[config.mk]
export PLATFORM = sky130hd
export DESIGN_NAME = digit_scanner
export DESIGN_NICKNAME = d
export VERILOG_FILES = /design/src/rtl/digit_scanner.sv
export SDC_FILE = /design/constraint.sdc
export NUM_CORES = 1
export LEC_CHECK = 0
export BUFFER_PORTS_ARGS = -buffer_cell sky130_fd_sc_hd__buf_2
export CORE_UTILIZATION = 53
export DETAILED_ROUTE_END_ITERATION = 8
export HOLD_SLACK_MARGIN = 0.15
export PLACE_DENSITY = 0.72
export SYNTH_ARGS = -nofsm -noshare
export SYNTH_HDL_FRONTEND = slang
export SYNTH_SLANG_ARGS = --single-unit
[constraint.sdc]
create_clock -name clk -period 2.1 [get_ports clk]
set_input_delay 0.105 -clock clk [delete_from_list [all_inputs] [get_ports clk]]
set_output_delay 0.105 -clock clk [all_outputs]
set_load 0.02 [all_outputs]
[src/rtl/digit_scanner.sv]
`timescale 1ns/1ps
// -----------------------------------------------------------------------------
// digit_scanner
//
// Multiplexing scanner for common-anode seven-segment displays. Time-slices
// NUM_DIGITS active-low anode lines, one digit per slot of TICK_DIV cycles.
// The first BLANK_CYCLES cycles of each slot keep every anode off so the
// segment decoder can settle without ghosting. Digits whose mask bit is clear
// are skipped. Scan order is descending: NUM_DIGITS-1 down to 0, then wraps.
//
// Ports:
//   clk         in   1           system clock, rising edge
//   rst_n       in   1           asynchronous active-low reset
//   enable      in   1           scan enable; low clears the scanner synchronously
//   digit_mask  in   NUM_DIGITS  bit k = 1 means digit k takes part in the scan
//   an          out  NUM_DIGITS  anodes, active-low, at most one bit low
//   digit_idx   out  IDX_W       digit shown in the current slot
//   slot_start  out  1           one-cycle pulse in the first cycle of a slot
//
// an, digit_idx and slot_start are all registered and are computed from the
// same next-state values, so they always describe the same cycle.
// -----------------------------------------------------------------------------
module digit_scanner #(
    parameter  int NUM_DIGITS   = 4,
    parameter  int TICK_DIV     = 100000,
    parameter  int BLANK_CYCLES = 1000,
    localparam int IDX_W        = (NUM_DIGITS > 1) ? $clog2(NUM_DIGITS) : 1
) (
    input  logic                  clk,
    input  logic                  rst_n,
    input  logic                  enable,
    input  logic [NUM_DIGITS-1:0] digit_mask,
    output logic [NUM_DIGITS-1:0] an,
    output logic [IDX_W-1:0]      digit_idx,
    output logic                  slot_start
);

    localparam int CNT_W = $clog2(TICK_DIV);
    localparam logic [CNT_W-1:0] CNT_LAST = CNT_W'(TICK_DIV - 1);
    localparam logic [IDX_W-1:0] IDX_FIRST = IDX_W'(NUM_DIGITS - 1);

    logic [CNT_W-1:0]      cnt;
    logic [CNT_W-1:0]      cnt_nxt;
    logic                  wrap;
    logic [IDX_W-1:0]      idx_step;
    logic [IDX_W-1:0]      idx_nxt;
    logic [NUM_DIGITS-1:0] an_nxt;
    int                    cand;

    // NOTE: every signal assigned in this always_comb gets a default before any
    // conditional assignment, otherwise synthesis infers latches.
    always_comb begin
        wrap     = (cnt == CNT_LAST);
        cnt_nxt  = wrap ? '0 : cnt + CNT_W'(1);
        idx_step = digit_idx;
        cand     = 0;

        // Search downward from the farthest candidate to the nearest one, so
        // the closest enabled digit in descending cyclic order wins. If no
        // other digit is enabled, idx_step keeps the current digit.
        for (int k = NUM_DIGITS - 1; k >= 1; k--) begin
            cand = int'(digit_idx) - k;
            if (cand < 0) begin
                cand = cand + NUM_DIGITS;
            end
            if (digit_mask[IDX_W'(cand)]) begin
                idx_step = IDX_W'(cand);
            end
        end

        idx_nxt = wrap ? idx_step : digit_idx;

        // Anode follows the values being loaded at this edge, so it lines up
        // with digit_idx and the slot counter in the same cycle.
        an_nxt = '1;
        if ((int'(cnt_nxt) >= BLANK_CYCLES) && digit_mask[idx_nxt]) begin
            an_nxt[idx_nxt] = 1'b0;
        end
    end

    // NOTE: sequential state uses non-blocking assignments so every register
    // samples the pre-edge values, independent of statement order.
    always_ff @(posedge clk or negedge rst_n) begin
        if (!rst_n) begin
            cnt        <= '0;
            digit_idx  <= IDX_FIRST;
            an         <= '1;
            slot_start <= 1'b0;
        end else if (!enable) begin
            cnt        <= '0;
            digit_idx  <= IDX_FIRST;
            an         <= '1;
            slot_start <= 1'b0;
        end else begin
            cnt        <= cnt_nxt;
            digit_idx  <= idx_nxt;
            an         <= an_nxt;
            slot_start <= wrap;
        end
    end

endmodule

# Word level (Yosys, flattened, before mapping)
# Index checks and enable logic that the tools add are counted.
# totals
elab_cells	50
inputBits	7
register_bits	24
# classes
add_sub_neg	7
reduce_logical	2
n_lt_le_gt_ge	9
mux	26
bitwise	1
n_eq_ne	1
# ops
cell	n
two-way mux 17 bit	2
adder 17 x 1 -> 17 bit (second input constant)	1
== test 17 bit (second input constant)	1
greater-or-equal comparator 17 x 10 -> 1 bit (second input constant)	1
two-way mux 2 bit	8
< comparator 2 x 4 -> 1 bit (second input constant)	3
< comparator 3 x 1 -> 1 bit (second input constant)	3
two-way mux 1 bit	9
binary-select mux 1 bit (select 2 bit)	4
two-way mux 4 bit	2
adder 2 x 1 -> 2 bit (second input constant)	3
subtractor 2 x 2 -> 3 bit (second input constant)	2
NOT 4 bit	1
< comparator 2 x 3 -> 1 bit (second input constant)	1
subtractor 2 x 1 -> 3 bit (second input constant)	1
demux 1 bit (select 2 bit)	1
greater-or-equal comparator 2 x 1 -> 1 bit (second input constant)	1
logical AND 1 bit	2

# Longest topological paths before layout
# Gate-level depths: netlist (run 1).
# depth
depth_word	17
ltp_mapped	8

# Worst setup path before layout (run 1)
# Ideal clock, no wire load.
# synth_timing
path_type	flip-flop to flip-flop
start	reg cnt[11]
end	reg an[1]
arrival_ps	1755
path_stages_with_launch	8
path_buffers	1
required_time_ps	2036
setup_slack_ps	281
setup_ps	64
cell_sequence	dfrtp_1 buf_6 or4_4 nor4_4 nand4_1 xor2_1 nor2_1 nand3_1
# synth_via
elab_chain_len	9
elab_cells_between_ends	16
cone_classes	add/sub (1); order compare (3); eq/ne (1); mux (8); bitwise (1); reduce/logical (2)
# synth_rtl
item	line_no	text
start, declared	42	logic [CNT_W-1:0] cnt;
start signal, assigned	95	cnt <= cnt_nxt;
branches (longest 7 deep; another with adder 17 x 1 -> 17 bit)	--	
two-way mux 4 bit *	76	if ((int'(cnt_nxt) >= BLANK_CYCLES) && digit_mask[idx_nxt]) begin
two-way mux 4 bit *	89	end else if (!enable) begin
end signal, assigned	97	an <= an_nxt;
end, declared	33	output logic [NUM_DIGITS-1:0] an,
# Every way passes the cells marked *. The select of a mux whose other input is x is not followed.

# Final worst setup path (run 1)
# layout_timing
start	reg cnt[4]
end	reg an[2]
# Same word-level chain as after synthesis.

==> results of run 1 <==
[cells in the final DEF, fill, tap and decap left out, types with 2 or more instances in the layout]
| cell | count |
|---|---|
| or4_1 | 2 |
| mux2i_1 | 2 |
| nor2b_1 | 3 |
| inv_1 | 4 |
| nand2b_1 | 5 |
| nand4_1 | 5 |
| dfrtp_1 | 17 |
| o21ai_0 | 3 |
| nor2_1 | 20 |
| nor3_1 | 6 |
| xnor2_1 | 10 |
| a311oi_1 | 3 |
| buf_2 | 13 |
| dfstp_2 | 6 |
| buf_4 | 8 |
| or2_2 | 2 |
| xor2_1 | 9 |
| nand2_1 | 10 |
| and3_1 | 2 |
| and2_1 | 5 |
| dlygate4sd3_1 | 5 |
| or4_4 | 2 |
| nand4_4 | 2 |
| nand3_1 | 10 |
| clkbuf_4 | 3 |
[path summary, 6_finish.rpt]
| path | from | end | slack [ns] | cells after the start |
|---|---|---|---|---|
| max in group asynchronous | rst_n | cnt[2] | 1.43 | 2 |
| worst max-delay path | cnt[4] | an[2] | 0.13 | 6 |
| min in group asynchronous | rst_n | cnt[10] | 0.29 | 2 |
| worst max register to register | cnt[4] | an[2] | 0.13 | 6 |
| worst min register to register | cnt[16] | cnt[16] | 0.62 | 2 |
| worst min-delay path | digit_mask[0] | an[0] | 0.17 | 3 |
[power by group]
| group | switching (µW) | internal [µW] |
|---|---|---|
| clock network | 131 | 74.2 |
| registers | 8.74 | 468 |
| logic | 36.2 | 27.8 |
| total | 176 | 570 |
[logic make-up (layout without fill, tap and decap cells)]
logic type               after synthesis  in the layout  synth area share
flip-flops                            24             24             0.379
adder cells (fa/ha/maj)                1              1           0.00779
buffers and inverters                 15             34            0.0842
AND/OR/NAND/NOR                       82             82             0.311
AO/OA/AOI/OAI                         17             17            0.0881
multiplexers                           3              3            0.0265
XOR/XNOR                              19             19             0.104
[metrics by stage]
step,hold WS (ns),utilization
floorplan,-0.191,-
global placement,0.109,0.588
detailed placement,0.112,0.588
CTS,0.163,0.615
global route,0.179,0.620
finish,0.173,0.620
[sequential cells by signal (all words and copies together), names as in the netlist]
signal and flops:
an 4, cnt 17, digit_idx 2, slot_start 1
[per-layer routing]
| layer | up-vias | part of all wire |
|---|---|---|
| met5 | - | 0 |
| met4 | 0 | 0.0072 |
| met3 | 4 | 0.047 |
| met2 | 35 | 0.47 |
| met1 | 589 | 0.48 |
| li1 | 600 | - |
[worst register-to-register path, stage by stage, from the launching register on]
cell and delay [ns]:
dfrtp_1 0.56, nand4_4 0.19, or4_4 0.58, a22oi_2 0.21, o211a_1 0.18, o2bb2ai_2 0.08
nand4_1 0.10
[cell type report]
type	instances	area, µm²	share of cell area
Inverter	4	15.0	0.00863
Clock buffer	4	26.3	0.0151
Sequential cell	24	609	0.350
Multi-Input combinational cell	122	875	0.503
Timing Repair Buffer	26	175	0.101
Tap cell	31	38.8	0.0223
[timing repair]
item | 4_1_cts | 5_1_grt
setup endpoints to repair | 0 | 15
resized for setup | 0 | 3
hold buffers | 5 | 0
hold endpoints to repair | 32 | 0
==> reports/qor.csv, run 1 <==
metric,value,unit
max_slew.worst_pin.slew,0.535,ns
syn_area_per_cell,9.97,µm²
finalCritPeriodShare,0.938,
slew_headroom,0.644,
drtIter0Drc,47,
critPathRequiredTime,2.35,ns
synth_ff_type,dfrtp_1,
cp.arrival,2.22,ns
postCtsSetupBuffers,0,
netlist_area,0.00161,mm²
drc,0,
grtUsageMet2,0.348,
firstDrtPassIters,4,
detail-route-antenna-nets,0,
synth_nets,169,
rsz0062_at_grt,no,
hold_violations,0,
grt_pass1_vias,1221,
seq_area_frac_synth,0.379,
synth-edff-count,0,
synth-async-reset-ratio,1.00,
postSynthCellCount,161,
grt_pass1_wl,5.60,mm
status,"finished, final reports clean",
h-tree-depth,1,
peakVddDrop,309,µV
hp-class,in2reg,
grt_antenna_before_repair,0,
cts.reportedPaths.clkPinSlew,0.13,ns
yosys_warnings,0,
routed_wl,3.19,mm
use_met1,0.327,
power.total,746,µW
dp_slack,0.0924,ns
finalSetupViolations,0,
drive_gt1_frac,0.261,
crit_family,simple AND/OR/NAND/NOR gates,
nFillCells,243,
maxCapViolCount,0,
fin_skew,0.00581,ns
fin_crit,1.97,ns
ys_types,46,
cpPeakStageDelay,0.58,ns
grt_util_met3,0.0295,
synth_top_cell_area_share,0.281,
die_area,0.00325,mm²
cts_buffers,3,
path_max_fanout,7,
root_buffer,clkbuf_4,
yosys.area.top_type,dfrtp_1,
fin_cells,211,
grt_usage,0.223,
setup_slack,0.129,ns
grt_overflow,0,
gp_congestion,0.947,
leakagePower,0.000698,µW
die_w,57.0,µm
grt_max_degree,25,
initial_core_util,0.572,
clock_latency,0.31,ns
fin_nets,189,
place_area,0.00165,mm²
n_antenna_cell,0,
fmax,507,MHz
placedCellCount,202,
ys_top_cells_by_count,"20 x nor2_1, 18 x dfrtp_1, 10 x nand2_1, 10 x nand3_1, 10 x xnor2_1",
synth.most_common_cell,nor2_1,
yosys-top-cells-area,"dfrtp_1 28%, dfstp_2 9.8%, xnor2_1 5.5%, xor2_1 4.9%, nor2_1 4.7%",
design.core.area,0.00281,mm²
cts_tree,done,
syn_to_final_growth,8.34,%
numClockSinks,24,
worstPathCellList,nand4_4 > or4_4 > a22oi_2 > o211a_1 > o2bb2ai_2 > nand4_1,
stdcell_area,0.00174,mm²
port_buffers,13,
powerDensity,429,mW/mm²
drv_slew,0,
fp.dieH,57.0,µm
vias_per_cell,5.82,
rows,19,
cp-end-kind,flop,
critical_path_class,reg2reg,
tns,0,ns
globalRoute.busiestLayer,met2,
path_buf_inv,0,
pin_count,14,
post-dp-hpwl,2.30,mm
synth-seq-cells,24,
cp_slowest_cell,or4_4,
cts_buffer_depth,2,
dr_total_vias,1228,
wl_per_cell,15.1,µm
cp-start-kind,flop,
Power figures use the tool's default switching activity.
==> run 2, diff against run 1 <==
--- a/config.mk
+++ b/config.mk
@@ -6,10 +6,10 @@
 export NUM_CORES = 1
 export LEC_CHECK = 0
 export BUFFER_PORTS_ARGS = -buffer_cell sky130_fd_sc_hd__buf_2
-export CORE_UTILIZATION = 53
+export CORE_UTILIZATION = 59
 export DETAILED_ROUTE_END_ITERATION = 8
 export HOLD_SLACK_MARGIN = 0.15
-export PLACE_DENSITY = 0.72
+export PLACE_DENSITY = 0.79
 export SYNTH_ARGS = -nofsm -noshare
 export SYNTH_HDL_FRONTEND = slang
 export SYNTH_SLANG_ARGS = --single-unit
==> run 2 against run 1 <==
Against the previous run: clock skew increased by 0.0045 ns; routed wire length increased by 10%; critical path depth unchanged; clock power increased by 68%; first-iteration DRC count increased by 34%; core utilization increased by 8.3 points; sequential share of layout area decreased by 0.69 points; maximum frequency decreased by 2.3%; clock-buffer cell count decreased by 1; non-clock buffer count unchanged; register-to-register slack got worse by 0.05 ns; critical path type unchanged; largest cell class unchanged; largest power group unchanged; highest routed layer unchanged.
==> reports/qor.csv, run 2 (synthesis results as in run 1) <==
metric,value,unit,change
status,"finished, final reports clean",,
finalCritPeriodShare,0.961,,+0.0226
dr_total_vias,1278,,+4.1%
worstPathCellList,nand4_1 > or4_1 > mux2i_1 > o211a_1 > o2bb2ai_2 > nand4_1,,
top_regs,"cnt x17, an x4, digit_idx x2",,
cp_slowest_cell,or4_1,,
drv_slew,0,,unchanged
cts_buffer_depth,2,,unchanged
leakagePower,0.000713,µW,+2.1%
pin_count,14,,unchanged
rsz0062_at_grt,no,,
clock_latency,0.33,ns,+0.02 ns
grt_usage,0.264,,+0.0410
drtIter0Drc,63,,+34%
internal_power,688,µW,+21%
cpPeakStageDelay,0.61,ns,+0.03 ns
dp_slack,0.0788,ns,-0.0136 ns
grt_pass1_vias,1153,,-5.6%
cp.arrival,2.29,ns,+0.07 ns
r2r_slack,0.08,ns,-0.05 ns
die_area,0.00293,mm²,-9.8%
grt_pass1_wl,5.43,mm,-3.1%
cp-end-kind,flop,,
initial_core_util,0.636,,+0.0642
routed_wl,3.51,mm,+10%
drive_gt1_frac,0.267,,+0.00556
firstDrtPassIters,4,,unchanged
syn_to_final_growth,10.5,%,
p_sw,199,µW,+13%
ff2ff_path_depth,6,,unchanged
powerDensity,500,mW/mm²,+17%
critPathRequiredTime,2.37,ns,+0.02 ns
hp-class,in2async,,
largest_reg_flops,17,,unchanged
fmax,495,MHz,-2.3%
worst_setup_path_startpoint,cnt[3],,
tns,0,ns,unchanged
setup_slack,0.0818,ns,-0.0474 ns
power.total,887,µW,+19%
cts_tree,done,,
mostFrequentLayoutCell,nor2_1,,
crit_family,simple AND/OR/NAND/NOR gates,,
fin_skew,0.0103,ns,+0.00454 ns
nFillCells,180,,-26%
final_cell_mix,"20 x nor2_1, 17 x dfrtp_1, 13 x buf_2",,
peakVddDrop,366,µV,+19%
crit_cells,6,,unchanged
port_buffers,13,,unchanged
post-dp-hpwl,2.26,mm,-1.9%
seqPwrFrac,0.539,,-0.100
cts_buffers,3,,unchanged
hold_violations,0,,unchanged
path_buf_inv,0,,unchanged
vias_per_cell,6.09,,+4.6%
fin_nets,189,,unchanged
wl_per_cell,16.7,µm,+11%
slew_headroom,0.649,,+0.00510
p_comb_frac,0.070,,-0.016
n_antenna_cell,0,,unchanged
rows,18,,-1
switching_share,0.224,,-0.0124
largest_register,cnt,,
die_w,54.2,µm,-5.0%
numClockSinks,24,,unchanged
critical_path_class,reg2reg,,
grt_antenna_before_repair,0,,unchanged
h-tree-depth,1,,unchanged
root_buffer,clkbuf_4,,
detail-route-antenna-nets,0,,unchanged
maxCapViolCount,0,,unchanged
timing.rr.start,cnt[3],,
gp_congestion,0.947,,about the same
fin_crit,2.02,ns,+0.0474 ns
fp.dieH,54.2,µm,-5.0%
drc,0,,unchanged
design.core.area,0.00252,mm²,-10%
max_slew.worst_pin.slew,0.527,ns,-0.00766 ns
cts.reportedPaths.clkPinSlew,0.14,ns,about the same
grt_max_degree,25,,unchanged
r2r-end,an[3],,
cpMostUsedCell,nand4_1,,
path_max_fanout,8,,+1
grt_overflow,0,,unchanged
finish.utilization,0.703,,+0.0834
cp-start-kind,flop,,
finalSetupViolations,0,,unchanged
clockPowerShare,0.390,,+0.114
==> run 2: area by class of cell <==
| type | instances | area (µm²) | share of cell area |
|---|---|---|---|
| multi-input cells | 122 | 882 | 0.497 |
| clock inverters | 1 | 30.0 | 0.0169 |
| well taps | 30 | 37.5 | 0.0212 |
| repair buffers | 26 | 178 | 0.100 |
| flip-flops and latches | 24 | 609 | 0.343 |
| inverters | 4 | 15.0 | 0.00846 |
| clock buffers | 3 | 22.5 | 0.0127 |
==> run 2: how the worst max path moves through the flow <==
stage,end,slack (ns)
after floorplan,an[1],0.28
after global placement,an[2],0.15
final,an[3],0.08
after detailed placement,an[3],0.08
after global routing,an[2],0.02
after CTS,an[3],0.04
==> run 2: through the flow <==
stage / cell area (µm²) / instances / hold WS, ns
floorplan: 1610 / 161 / -0.191
global placement: 1630 / 199 / 0.108
detailed placement: 1630 / 199 / 0.118
CTS: 1750 / 209 / 0.283
global route: 1770 / 210 / 0.323
finish: 1770 / 210 / 0.259
==> run 2: power groups by stage <==
stage	sequential [µW]	combinational, µW	clock, µW
after floorplan	480	31.8	0
after global placement	483	49.2	0
after detailed placement	484	50.6	0
after CTS	476	59.6	350
after global routing	479	70.0	363
final	478	62.4	346
==> run 2: per-layer routing <==
metal | GRT usage | vias to the layer above | routed length (µm)
met2 | 0.374 | 54 | 1680
met5 | 0 | - | 0
li1 | - | 605 | -
met3 | 0.0424 | 10 | 210
met1 | 0.380 | 609 | 1540
met4 | 0.137 | 0 | 85
==> run 2: timing repair <==
action,4_1_cts,5_1_grt
hold buffers,6,0
endpoints found under the setup margin,0,20
endpoints found under the hold margin,34,0
resized for setup,0,4
buffers inserted,0,1
